File: config.mk
export PLATFORM = sky130hd
export DESIGN_NAME = wb_load_unit
export DESIGN_NICKNAME = d
export VERILOG_FILES = /design/src/rtl/rv32_pkg.sv /design/src/rtl/load_extend.sv /design/src/rtl/wb_load_unit.sv
export SDC_FILE = /design/constraint.sdc
export NUM_CORES = 1
export LEC_CHECK = 0
export ABC_AREA = 1
export CORE_AREA = 10 10 101 103
export CTS_BUF_LIST = sky130_fd_sc_hd__clkbuf_4 sky130_fd_sc_hd__clkbuf_8 sky130_fd_sc_hd__clkbuf_16
export CTS_CLUSTER_DIAMETER = 100
export DETAILED_ROUTE_END_ITERATION = 16
export DIE_AREA = 0 0 111 113
export PLACE_DENSITY = 0.8
export SLEW_MARGIN = 20
export SYNTH_ARGS = -nofsm -noshare
export SYNTH_HDL_FRONTEND = slang
export SYNTH_SLANG_ARGS = --single-unit
File: constraint.sdc
create_clock -name clock -period 2.65 [get_ports clock]
set_clock_uncertainty 0.15 [all_clocks]
set_input_delay 0.53 -clock clock [delete_from_list [all_inputs] [get_ports clock]]
set_output_delay 0.53 -clock clock [all_outputs]
set_load 0.01 [all_outputs]
File: src/rtl/rv32_pkg.sv
// Shared RV32I definitions: load funct3 encodings, write-back state type and
// the load legality rule shared by the write-back path.
package rv32_pkg;

   localparam logic [2:0] F3_LB  = 3'b000;
   localparam logic [2:0] F3_LH  = 3'b001;
   localparam logic [2:0] F3_LW  = 3'b010;
   localparam logic [2:0] F3_LBU = 3'b100;
   localparam logic [2:0] F3_LHU = 3'b101;

   localparam logic [4:0] ZERO_REG = 5'd0;

   typedef enum logic {
      IDLE,
      LOAD_WAIT
   } wb_state_t;

   // True when a load must be refused: illegal funct3 or misaligned address.
   function automatic logic load_rejected(input logic [2:0] funct3, input logic [1:0] addr_lo);
      logic bad;
      case (funct3)
         F3_LB, F3_LBU: bad = 1'b0;
         F3_LH, F3_LHU: bad = addr_lo[0];
         F3_LW:         bad = (addr_lo != 2'd0);
         default:       bad = 1'b1;
      endcase
      return bad;
   endfunction

endpackage

File: src/rtl/load_extend.sv
// Selects the addressed byte/half of a memory word and sign- or zero-extends it
// according to the load type.
module load_extend
   import rv32_pkg::*;
(
   input  logic [2:0]  funct3,
   input  logic [1:0]  addr_lo,
   input  logic [31:0] rdata,
   output logic [31:0] data
);

   logic [7:0]  byte_field;
   logic [15:0] half_field;

   always_comb begin
      byte_field = rdata[{addr_lo, 3'b000} +: 8];
      half_field = addr_lo[1] ? rdata[31:16] : rdata[15:0];
      case (funct3)
         F3_LB:   data = {{24{byte_field[7]}}, byte_field};
         F3_LH:   data = {{16{half_field[15]}}, half_field};
         F3_LBU:  data = {24'd0, byte_field};
         F3_LHU:  data = {16'd0, half_field};
         default: data = rdata;
      endcase
   end

endmodule

File: src/rtl/wb_load_unit.sv
// RV32I write-back stage: ALU results go straight to the register file, loads
// wait for the memory response, are extended, then written.
module wb_load_unit
   import rv32_pkg::*;
#(
   parameter int XLEN         = 32,
   parameter int LOAD_TIMEOUT = 15
) (
   input  logic            clock,
   input  logic            reset,
   input  logic            ex_valid,
   output logic            ex_ready,
   input  logic            ex_wr_en,
   input  logic [4:0]      ex_rd,
   input  logic [XLEN-1:0] ex_result,
   input  logic            ex_is_load,
   input  logic [2:0]      ex_funct3,
   input  logic [1:0]      ex_addr_lo,
   input  logic            mem_rvalid,
   input  logic [XLEN-1:0] mem_rdata,
   output logic            reg_wr_en,
   output logic [4:0]      write_reg1,
   output logic [XLEN-1:0] write_data,
   output logic            pend_valid,
   output logic [4:0]      pend_rd,
   output logic            load_fault
);

   wb_state_t       state_reg;
   logic [4:0]      ld_rd;
   logic [2:0]      ld_funct3;
   logic [1:0]      ld_addr_lo;
   logic            ld_wr_en;
   logic [7:0]      wait_count;
   logic [XLEN-1:0] ext_data;

   load_extend u_load_extend (
      .funct3  (ld_funct3),
      .addr_lo (ld_addr_lo),
      .rdata   (mem_rdata),
      .data    (ext_data)
   );

   assign ex_ready   = (state_reg == IDLE);
   assign pend_valid = (state_reg == LOAD_WAIT);
   assign pend_rd    = pend_valid ? ld_rd : ZERO_REG;

   always_ff @(posedge clock or posedge reset) begin
      if (reset) begin
         state_reg  <= IDLE;
         reg_wr_en  <= 1'b0;
         write_reg1 <= ZERO_REG;
         write_data <= '0;
         load_fault <= 1'b0;
         ld_rd      <= ZERO_REG;
         ld_funct3  <= 3'd0;
         ld_addr_lo <= 2'd0;
         ld_wr_en   <= 1'b0;
         wait_count <= 8'd0;
      end else begin
         reg_wr_en  <= 1'b0;
         load_fault <= 1'b0;
         case (state_reg)
            IDLE: begin
               if (ex_valid) begin
                  if (!ex_is_load) begin
                     if (ex_wr_en && (ex_rd != ZERO_REG)) begin
                        reg_wr_en  <= 1'b1;
                        write_reg1 <= ex_rd;
                        write_data <= ex_result;
                     end
                  end else if (load_rejected(ex_funct3, ex_addr_lo)) begin
                     load_fault <= 1'b1;
                  end else begin
                     ld_rd      <= ex_rd;
                     ld_funct3  <= ex_funct3;
                     ld_addr_lo <= ex_addr_lo;
                     ld_wr_en   <= ex_wr_en;
                     wait_count <= 8'd0;
                     state_reg  <= LOAD_WAIT;
                  end
               end
            end
            LOAD_WAIT: begin
               // A response in the last allowed wait cycle still completes the load.
               if (mem_rvalid) begin
                  if (ld_wr_en && (ld_rd != ZERO_REG)) begin
                     reg_wr_en  <= 1'b1;
                     write_reg1 <= ld_rd;
                     write_data <= ext_data;
                  end
                  state_reg <= IDLE;
               end else if (wait_count == 8'(LOAD_TIMEOUT - 1)) begin
                  load_fault <= 1'b1;
                  wait_count <= 8'd0;
                  state_reg  <= IDLE;
               end else begin
                  wait_count <= wait_count + 8'd1;
               end
            end
            default: state_reg <= IDLE;
         endcase
      end
   end

endmodule

Yosys cells after proc, flatten, opt, wreduce, memory -nomap -nowiden. Index checks and enable logic that the tools add are counted.

Add/subtract/negate cells: 1. Multiply operators: 0. Divide/modulo/power cells: 0. $lt $le $gt $ge: 0. Equality and inequality tests: 16. Shift-type cells: 1. Multiplexer cells: 43. Bitwise gates (word level): 2. Reduce and logical (&&, ||, !) cells: 12.

Operators by type and width (count): 32-bit 2-to-1 mux (5); 32-bit case mux with 4 select lines (1); 32-bit case mux with 2 select lines (1); 8-bit 2-to-1 mux (5); 32-bit by 6-bit variable part select with 8-bit output (1); 5-bit 2-to-1 mux (6); 1-bit 2-to-1 mux (18); 16-bit 2-to-1 mux (1); 8-bit case mux with 2 select lines (1); 3-bit equality test, second input constant (4); 2-bit != test, second input constant (5); 5-bit case mux with 2 select lines (1); 5-bit nonzero test (2); 8-bit by 1-bit adder with 8-bit output, second input constant (1); 8-bit by 4-bit equality test with 1-bit output, second input constant (1); 4-bit AND reduction (2); 3-bit by 1-bit equality test with 1-bit output, second input constant (2); 3-bit logical NOT (2); 2-bit by 1-bit != test with 1-bit output, second input constant (3); 1-bit case mux with 2 select lines (3); 5-bit AND reduction (1); 2-bit OR reduction (2); 3-bit by 2-bit equality test with 1-bit output, second input constant (1); 1-bit case mux with 3 select lines (1); other kinds (3) (5).

Flip-flop bits (word level): 59. Latch bits: 0. Memory bits (writable): 0. ROM bits: 0. Bits of input ports: 80. Output and inout port bits: 46. Word-level logic and storage cells: 85. Memories: 0.

Longest topological paths before layout. Gate-level depths: netlist (run 1).

Word-level depth: 10. Depth in mapped cells: 10. Mapped depth without buffers: 9.

Cells and area by module. Synthesis (run 1) repeated with hierarchy kept, for this count alone.

Cells, all modules: 629. Area total of the unflattened synthesis: 4154.0 µm².

Modules (own cells, without submodules): wb_load_unit (instances 1, cells an instance 435, area each 3099.2 µm², seq. area each 1476.4 µm²); load_extend (instances 1, cells an instance 194, area each 1054.8 µm², seq. area each 0.0 µm²).

Worst setup path after synthesis (run 1). Ideal clock, no wire load.

Path kind: register to output. Start: register state_reg, in the netlist pend_valid. End: output port pend_rd[1]. Data arrival time: 0.920 ns. Data required time: 1.970 ns. Slack: 1.050 ns. Stages on the path, launching flop included: 5. Path through: dfrtp_1 > buf_6 > clkbuf_1 > nand2_1 > inv_1.

Word-level cells in the longest chain between the ends: 1.

RTL lines: from (decl) (RTL line wb_load_unit.sv:29) `wb_state_t state_reg;`; from (signal assigned) (RTL line wb_load_unit.sv:50) `state_reg <= IDLE;`; from (signal assigned) (RTL line wb_load_unit.sv:80) `state_reg <= LOAD_WAIT;`; from (signal assigned) (RTL line wb_load_unit.sv:92) `state_reg <= IDLE;`; 5-bit 2-to-1 mux (RTL line wb_load_unit.sv:46) `assign pend_rd = pend_valid ? ld_rd : ZERO_REG;`; to (decl) (RTL line wb_load_unit.sv:25) `output logic [4:0] pend_rd,`.

Every way passes these cells.

Final worst setup path (run 1).
Start: register state_reg, in the netlist pend_valid. End: output port pend_rd[3].

The elaborated chain is that of the path after synthesis.

==> results.rst, run 1 <==
.. list-table::
   :header-rows: 1

   * - Metric
     - Value
   * - Status
     - complete, no violations
   * - Combinational Power Share
     - 0.410
   * - Synth warn
     - 0
   * - Clock latency at the later pin of the worst-skew pair
     - 340 ps
   * - Number of design rule violations left after detail routing
     - 0
   * - Proportion of total power due to net switching
     - 0.3569
   * - Cell Pwr Density
     - 680.0 nW/um^2
   * - Maximum number of buffers from clock root to sink
     - 2
   * - Die outline width
     - 111 um
   * - Chip height
     - 113 um
   * - Internal Power
     - 2262 uW
   * - TritonCTS clock tree
     - built
   * - Starting density of the core
     - 0.4562
   * - Antenna violations before repair
     - 0
   * - CP Max Fanout
     - 15
   * - Crit Path Category
     - reg -> out
   * - Reg power frac
     - 0.372
   * - Clock slew seen by the registers of the worst setup and hold paths
     - 60 ps
   * - Element type at the critical path end
     - primary output
   * - Number of top-level design ports
     - 126
   * - Number of max-cap violations
     - 0
   * - Setup repair after global routing missed its margin
     - no
   * - Number of global-route vias before repair
     - 4030
   * - ANT cells
     - 0
   * - Post-detailed-route count of antenna-violating nets
     - 0
   * - Standard-cell row count
     - 33
   * - Count of distinct cell types in the synthesized netlist
     - 30
   * - Maximum vdd ir drop
     - 0.3055 mV
   * - Minimum clock period after layout
     - 2332 ps
   * - Cell area after layout
     - 5172 um^2
   * - Final max-slew violation count
     - 0
   * - Hold Fails Final Rpt
     - 0
   * - Pre-Repair DR Iteration Count
     - 4
   * - Total number of clock tree sinks
     - 59
   * - P_leak
     - 0.002441 uW
   * - GR Overflow Total
     - 0
   * - Net Count, Synth
     - 621
   * - Worst Tran Pin Value
     - 590.1 ps
   * - Core area
     - 8134 um^2
   * - Worst min-delay path class
     - reg -> reg
   * - Crit path required time
     - 1970 ps
   * - Commonest non-fill, non-tap cell in the layout
     - nand2_1
   * - Net count of the finished layout
     - 736
   * - TNS Setup
     - 0 ps
   * - Number of CTS-inserted buffers
     - 9
   * - RePlAce Congestion
     - 0.9048
   * - Clk pwr share
     - 0.218
   * - Mean Syn Cell Area
     - 6.885 um^2
   * - Fraction of layout cells with a size suffix above 1
     - 0.07903
   * - PortBufs
     - 125
   * - Wire per inst
     - 16.12 um
   * - Placed Instance Area
     - 4989 um^2
   * - Most used cells in the layout excluding fill and tap cells
     - nand2_1 (154), clkdlybuf4s50_1 (125), a21oi_1 (60), dfrtp_1 (58), nor2_1 (49)
   * - HPWL reported at the end of detailed placement
     - 9375 um
   * - Overall via count from detail_route
     - 4093
   * - Slew margin rel.
     - 0.6060
   * - Pin count of the biggest net entering global routing
     - 35
   * - Filler Cells Inserted
     - 732
   * - Post-route fraction of the period consumed by the critical path
     - 0.8798
   * - Final worst hold slack
     - 331.3 ps
   * - Wire length of the first global-routing pass
     - 20270 um
   * - Cell at the root of the clock tree
     - clkbuf_8
   * - Flop and latch count out of synthesis
     - 59
   * - Maximum level of the CTS H-tree
     - 3
   * - Sum of routed wire length over all layers
     - 12300 um
   * - Die area
     - 12540 um^2
   * - Total Routing Usage GR
     - 0.1943
   * - Syn Inst Count
     - 539
   * - Violation count after the first detailed-route iteration
     - 207
   * - Share of the yosys chip area belonging to registers
     - 0.3978
   * - Area Growth Syn to Fin
     - 39.38%
   * - Startpoint Class
     - flop
   * - Count of buffers added by post-CTS timing repair for setup
     - 0
   * - Worst path arrival time
     - 1650 ps
   * - Post-synthesis instance area
     - 3711 um^2
   * - Switching Power
     - 1255 uW
   * - Total of endpoints with negative setup slack in the final report
     - 0
   * - Highest clock rate
     - 428.9 MHz
   * - Number of vias per cell after detailed routing
     - 5.364
   * - Utilization of the core after routing
     - 0.6359
   * - Count of hold-fix buffers inserted at cts
     - 0
==> worst paths after layout <==
check | slack, ps | endpoint | from | cells after the start
setup / recovery | 320 | pend_rd[3] | pend_valid | 3
hold / removal | 330 | write_reg1[1] | write_reg1[1] | 2
setup reg to reg | 740 | write_data[5] | pend_valid | 6
hold reg to reg | 330 | write_reg1[1] | write_reg1[1] | 2
max in group asynchronous | 1350 | pend_valid | reset | 3
min in group asynchronous | 420 | write_data[31] | reset | 2
==> worst max-delay path, stage by stage (launching register included) <==
cell and delay, ps:
dfrtp_2 580, nand2_1 100, inv_1 80, clkdlybuf4s50_1 540
==> metrics by stage <==
| stage | setup WS [ps] | total power (uW) | instances |
|---|---|---|---|
| after CTS | 107.2 | 3536 | 763 |
| after global routing | 213.8 | 3745 | 763 |
| after global placement | 382.9 | 2722 | 748 |
| after floorplan | 513.7 | 2055 | 539 |
| after detailed placement | 321.3 | 2764 | 748 |
| final | 318.5 | 3517 | 763 |
==> area by class of cell <==
| cell class | count | area [um^2] | share of cell area |
|---|---|---|---|
| clock buffer | 13 | 172.7 | 0.03338 |
| timing repair buffer | 133 | 1324 | 0.2559 |
| inverter | 54 | 212.7 | 0.04112 |
| clock inverter | 2 | 10.01 | 0.001935 |
| tap | 105 | 131.4 | 0.02540 |
| multi-input combinational | 397 | 1844 | 0.3566 |
| sequential | 59 | 1478 | 0.2857 |
==> synthesized netlist by cell type (all sizes together) <==
library cell / instances / area, um^2
nand3b: 1 / 7.510
dfrtp: 59 / 1476
nand4: 4 / 25.02
o21ai: 57 / 296.5
ha: 2 / 25.02
nand3: 45 / 225.2
xor2: 2 / 17.52
xnor2: 1 / 8.760
nand2: 159 / 628.1
o21bai: 1 / 18.77
a21oi: 60 / 300.3
inv: 54 / 212.7
nor2: 51 / 206.5
buf: 18 / 135.1
and3: 1 / 6.260
or2: 11 / 68.82
nor3: 2 / 10.01
clkbuf: 11 / 42.54
==> state kept, by name, summed over array words and instances, names as in the netlist <==
register,flops
ld_wr_en,1
reg_wr_en,1
load_fault,1
ld_rd,5
write_reg1,5
ld_addr_lo,2
pend_valid,1
wait_count,8
ld_funct3,3
write_data,32
==> cell families after synthesis <==
family / after synthesis / synth area share
simple gates: 274 / 0.3173
compound gates: 118 / 0.1659
buf+inv: 83 / 0.1052
flops: 59 / 0.3978
xor+xnor: 3 / 0.007082
fa+ha+maj: 2 / 0.006742
==> what timing repair did <==
item	4_1_cts	5_1_grt
gates resized for setup	0	1
hold endpoints to repair	0	0
endpoints found under the setup margin	0	2
==> power by group through the flow <==
stage / Sequential, uW / Clock [uW] / Combinational, uW
global route: 1340 / 811 / 1590
CTS: 1310 / 776 / 1450
global placement: 1310 / 0 / 1410
detailed placement: 1320 / 0 / 1440
finish: 1310 / 768 / 1440
floorplan: 1370 / 0 / 686
==> per-layer routing <==
metal / share of wire / wire, um / up-vias / global-route usage
met1: 0.40 / 4951 / 1917 / 0.2276
met5: 0 / 0 / - / 0
li1: - / - / 1956 / -
met4: 0.023 / 284 / 0 / 0.07813
met2: 0.48 / 5929 / 192 / 0.3306
met3: 0.092 / 1133 / 28 / 0.05230
(Power assumes the default switching activity.)
==> run 2: changes to the inputs <==
Settings changed: CORE_AREA 10 10 101 103 to 10 10 114 116, DIE_AREA 0 0 111 113 to 0 0 124 126, PLACE_DENSITY 0.8 to unset.
==> run 2 against run 1 <==
Sequential power is essentially flat. Sequential share of layout area shrank 0.48 points. Setup slack lost 110 ps. Worst hold slack gained 2.7 ps. Flip-flop and latch count is the same. Final cell count grew 4.6%. Critical endpoint is now pend_rd[4]. Utilization shrank 14 points. Critical path type unchanged. Highest routed layer unchanged. Via count shrank 5.4%. Maximum frequency shrank 4.7%.
==> results.rst, run 2 (synthesis results as in run 1) <==
.. list-table::
   :header-rows: 1

   * - Metric
     - Value
   * - Status
     - complete, no violations
   * - Maximum number of buffers from clock root to sink
     - 2 (unchanged)
   * - Number of global-route vias before repair
     - 3904 (-3.1%)
   * - Cell Pwr Density
     - 705.4 nW/um^2 (+3.7%)
   * - Pin count of the biggest net entering global routing
     - 60 (+71%)
   * - Chip height
     - 126 um (+12%)
   * - Violation count after the first detailed-route iteration
     - 270 (+30%)
   * - TritonCTS clock tree
     - built
   * - Flip-flop count of the largest register after layout
     - 32 (unchanged)
   * - Number of vias per cell after detailed routing
     - 4.851 (-9.6%)
   * - # resized after CTS
     - 0 (unchanged)
   * - Number of CTS-inserted buffers
     - 9 (unchanged)
   * - M3 GR Usage
     - 0.04468 (-0.007615)
   * - CP Max Fanout
     - 10 (-5)
   * - P_leak
     - 0.002455 uW (+0.56%)
   * - Crit-path max cell delay
     - 640 ps (+60 ps)
   * - Startpoint Class
     - flop
   * - Die area
     - 15620 um^2 (+25%)
   * - Crit path required time
     - 1970 ps (about the same)
   * - Starting density of the core
     - 0.3469 (-0.1093)
   * - Total Routing Usage GR
     - 0.1610 (-0.03333)
   * - Maximum vdd ir drop
     - 0.3011 mV (-1.4%)
   * - Series of cell instances along the critical path
     - nand2_1 -> inv_1 -> clkdlybuf4s50_1
   * - Die outline width
     - 124 um (+12%)
   * - Number of design rule violations left after detail routing
     - 0 (unchanged)
   * - HPWL reported at the end of detailed placement
     - 9585 um (+2.2%)
   * - Standard-cell row count
     - 38 (+15%)
   * - Clock latency at the later pin of the worst-skew pair
     - 350 ps (about the same)
   * - # placed instances
     - 782 (+4.5%)
   * - Commonest non-fill, non-tap cell in the layout
     - nand2_1
   * - TNS Setup
     - 0 ps (unchanged)
   * - Setup repair after global routing missed its margin
     - no
   * - Utilization of the core after routing
     - 0.4913 (-0.1446)
   * - GR Overflow Total
     - 0 (unchanged)
   * - Post-detailed-route count of antenna-violating nets
     - 0 (unchanged)
   * - Critical Path Slowest Stage Cell
     - dfrtp_1
   * - Highest clock rate
     - 408.8 MHz (-4.7%)
   * - Register containing the most flip-flops in the final layout
     - write_data
   * - Net count of the finished layout
     - 735 (-0.14%)
   * - Sum of routed wire length over all layers
     - 12690 um (+3.2%)
   * - Met1 Use GR
     - 0.2014 (-0.02624)
   * - Slew margin rel.
     - 0.6377 (+0.03168)
   * - ANT cells
     - 0 (unchanged)
   * - PortBufs
     - 125 (unchanged)
   * - Post-route fraction of the period consumed by the critical path
     - 0.9231 (+0.04328)
   * - Non-filler instance count after layout
     - 798 (+4.6%)
   * - Global routing met2 resource utilization
     - 0.2682 (-0.06242)
   * - Overall via count from detail_route
     - 3871 (-5.4%)
   * - Maximum level of the CTS H-tree
     - 3 (unchanged)
   * - Number of top-level design ports
     - 126 (unchanged)
   * - Registers with the highest flip-flop counts
     - write_data: 32 flops, wait_count: 8 flops
   * - Area Growth Syn to Fin
     - 41.64%
   * - Wire per inst
     - 15.90 um (-1.4%)
   * - Count of hold-fix buffers inserted at cts
     - 0 (unchanged)
   * - Number of max-cap violations
     - 0 (unchanged)
   * - Fraction of layout cells with a size suffix above 1
     - 0.07751 (-0.001520)
   * - Antenna violations before repair
     - 0 (unchanged)
   * - Clock slew seen by the registers of the worst setup and hold paths
     - 70 ps (about the same)
   * - Final max-slew violation count
     - 0 (unchanged)
   * - Minimum clock period after layout
     - 2446 ps (+114.7 ps)
   * - RePlAce Congestion
     - 0.8241 (-8.9%)
   * - Worst Tran Pin Value
     - 542.0 ps (-48.11 ps)
   * - Hold Fails Final Rpt
     - 0 (unchanged)
   * - Worst min-delay path class
     - reg -> reg
   * - Count of buffers added by post-CTS timing repair for setup
     - 0 (unchanged)
   * - Total of endpoints with negative setup slack in the final report
     - 0 (unchanged)
   * - Worst path arrival time
     - 1770 ps (+120 ps)
   * - GR peak layer
     - met2
   * - Total number of clock tree sinks
     - 59 (unchanged)
   * - Crit Path Category
     - reg -> out
   * - Cell at the root of the clock tree
     - clkbuf_8
   * - Most used cells in the layout excluding fill and tap cells
     - nand2_1 (154), clkdlybuf4s50_1 (125), a21oi_1 (60), dfrtp_1 (59), nor2_1 (49)
   * - Core area
     - 10700 um^2 (+32%)
   * - Pre-Repair DR Iteration Count
     - 5 (+1)
   * - Wire length of the first global-routing pass
     - 20270 um (unchanged)
   * - Element type at the critical path end
     - primary output
==> run 2: area by class of cell <==
| class | count | area (um^2) |
|---|---|---|
| well taps | 140 | 175.2 |
| clock inverters | 4 | 72.57 |
| inverters | 54 | 212.7 |
| clock buffers | 12 | 158.9 |
| multi-input cells | 397 | 1844 |
| repair buffers | 132 | 1316 |
| fillers | 1120 | 5441 |
| flip-flops and latches | 59 | 1476 |
==> run 2: worst paths after layout <==
path	from	end	slack [ps]	cells past startpoint
setup / recovery	pend_valid	pend_rd[4]	200	3
hold / removal	write_data[17]	write_data[17]	330	2
setup reg to reg	pend_valid	write_data[12]	680	6
hold reg to reg	write_data[17]	write_data[17]	330	2
max in group asynchronous	reset	write_data[11]	1670	3
min in group asynchronous	reset	write_reg1[1]	420	3
==> run 2: per-layer routing <==
metal | wire length, um | share of wire
met5 | 0 | 0
met4 | 133 | 0.010
met3 | 961 | 0.076
met2 | 5922 | 0.47
met1 | 5670 | 0.45
==> run 2: critical path, delay by kind of cell (launching register included) <==
family	cells	cell delay, ps
buffers and inverters	2	680
flip-flops	1	640
AND/OR/NAND/NOR	1	100
==> run 2: metrics by stage <==
stage | hold WS [ps] | power [uW] | cell area, um^2 | setup slack (ps)
3_3_place_gp | 318.3 | 2755 | 5025 | 378.3
6_report | 334.1 | 3708 | 5256 | 203.8
2_1_floorplan | 303.8 | 2055 | 3711 | 513.7
3_5_place_dp | 313.8 | 2779 | 5025 | 313.5
5_1_grt | 366.1 | 3967 | 5256 | 109.8
4_1_cts | 333.1 | 3758 | 5256 | 156.3
==> run 2: power breakdown <==
group / total, uW / internal [uW] / switching [uW]
combinational: 1420 / 702 / 720
clock: 965 / 590 / 375
sequential: 1320 / 1140 / 185
total: 3710 / 2430 / 1280
==> run 3: changes to the inputs <==
Settings changed: CORE_AREA 10 10 114 116 to 10 10 101 103, DIE_AREA 0 0 124 126 to 0 0 111 113, PLACE_DENSITY set to 0.8.
==> results of run 3 <==
Final layout, timing and power as in run 1 (identical DEF).
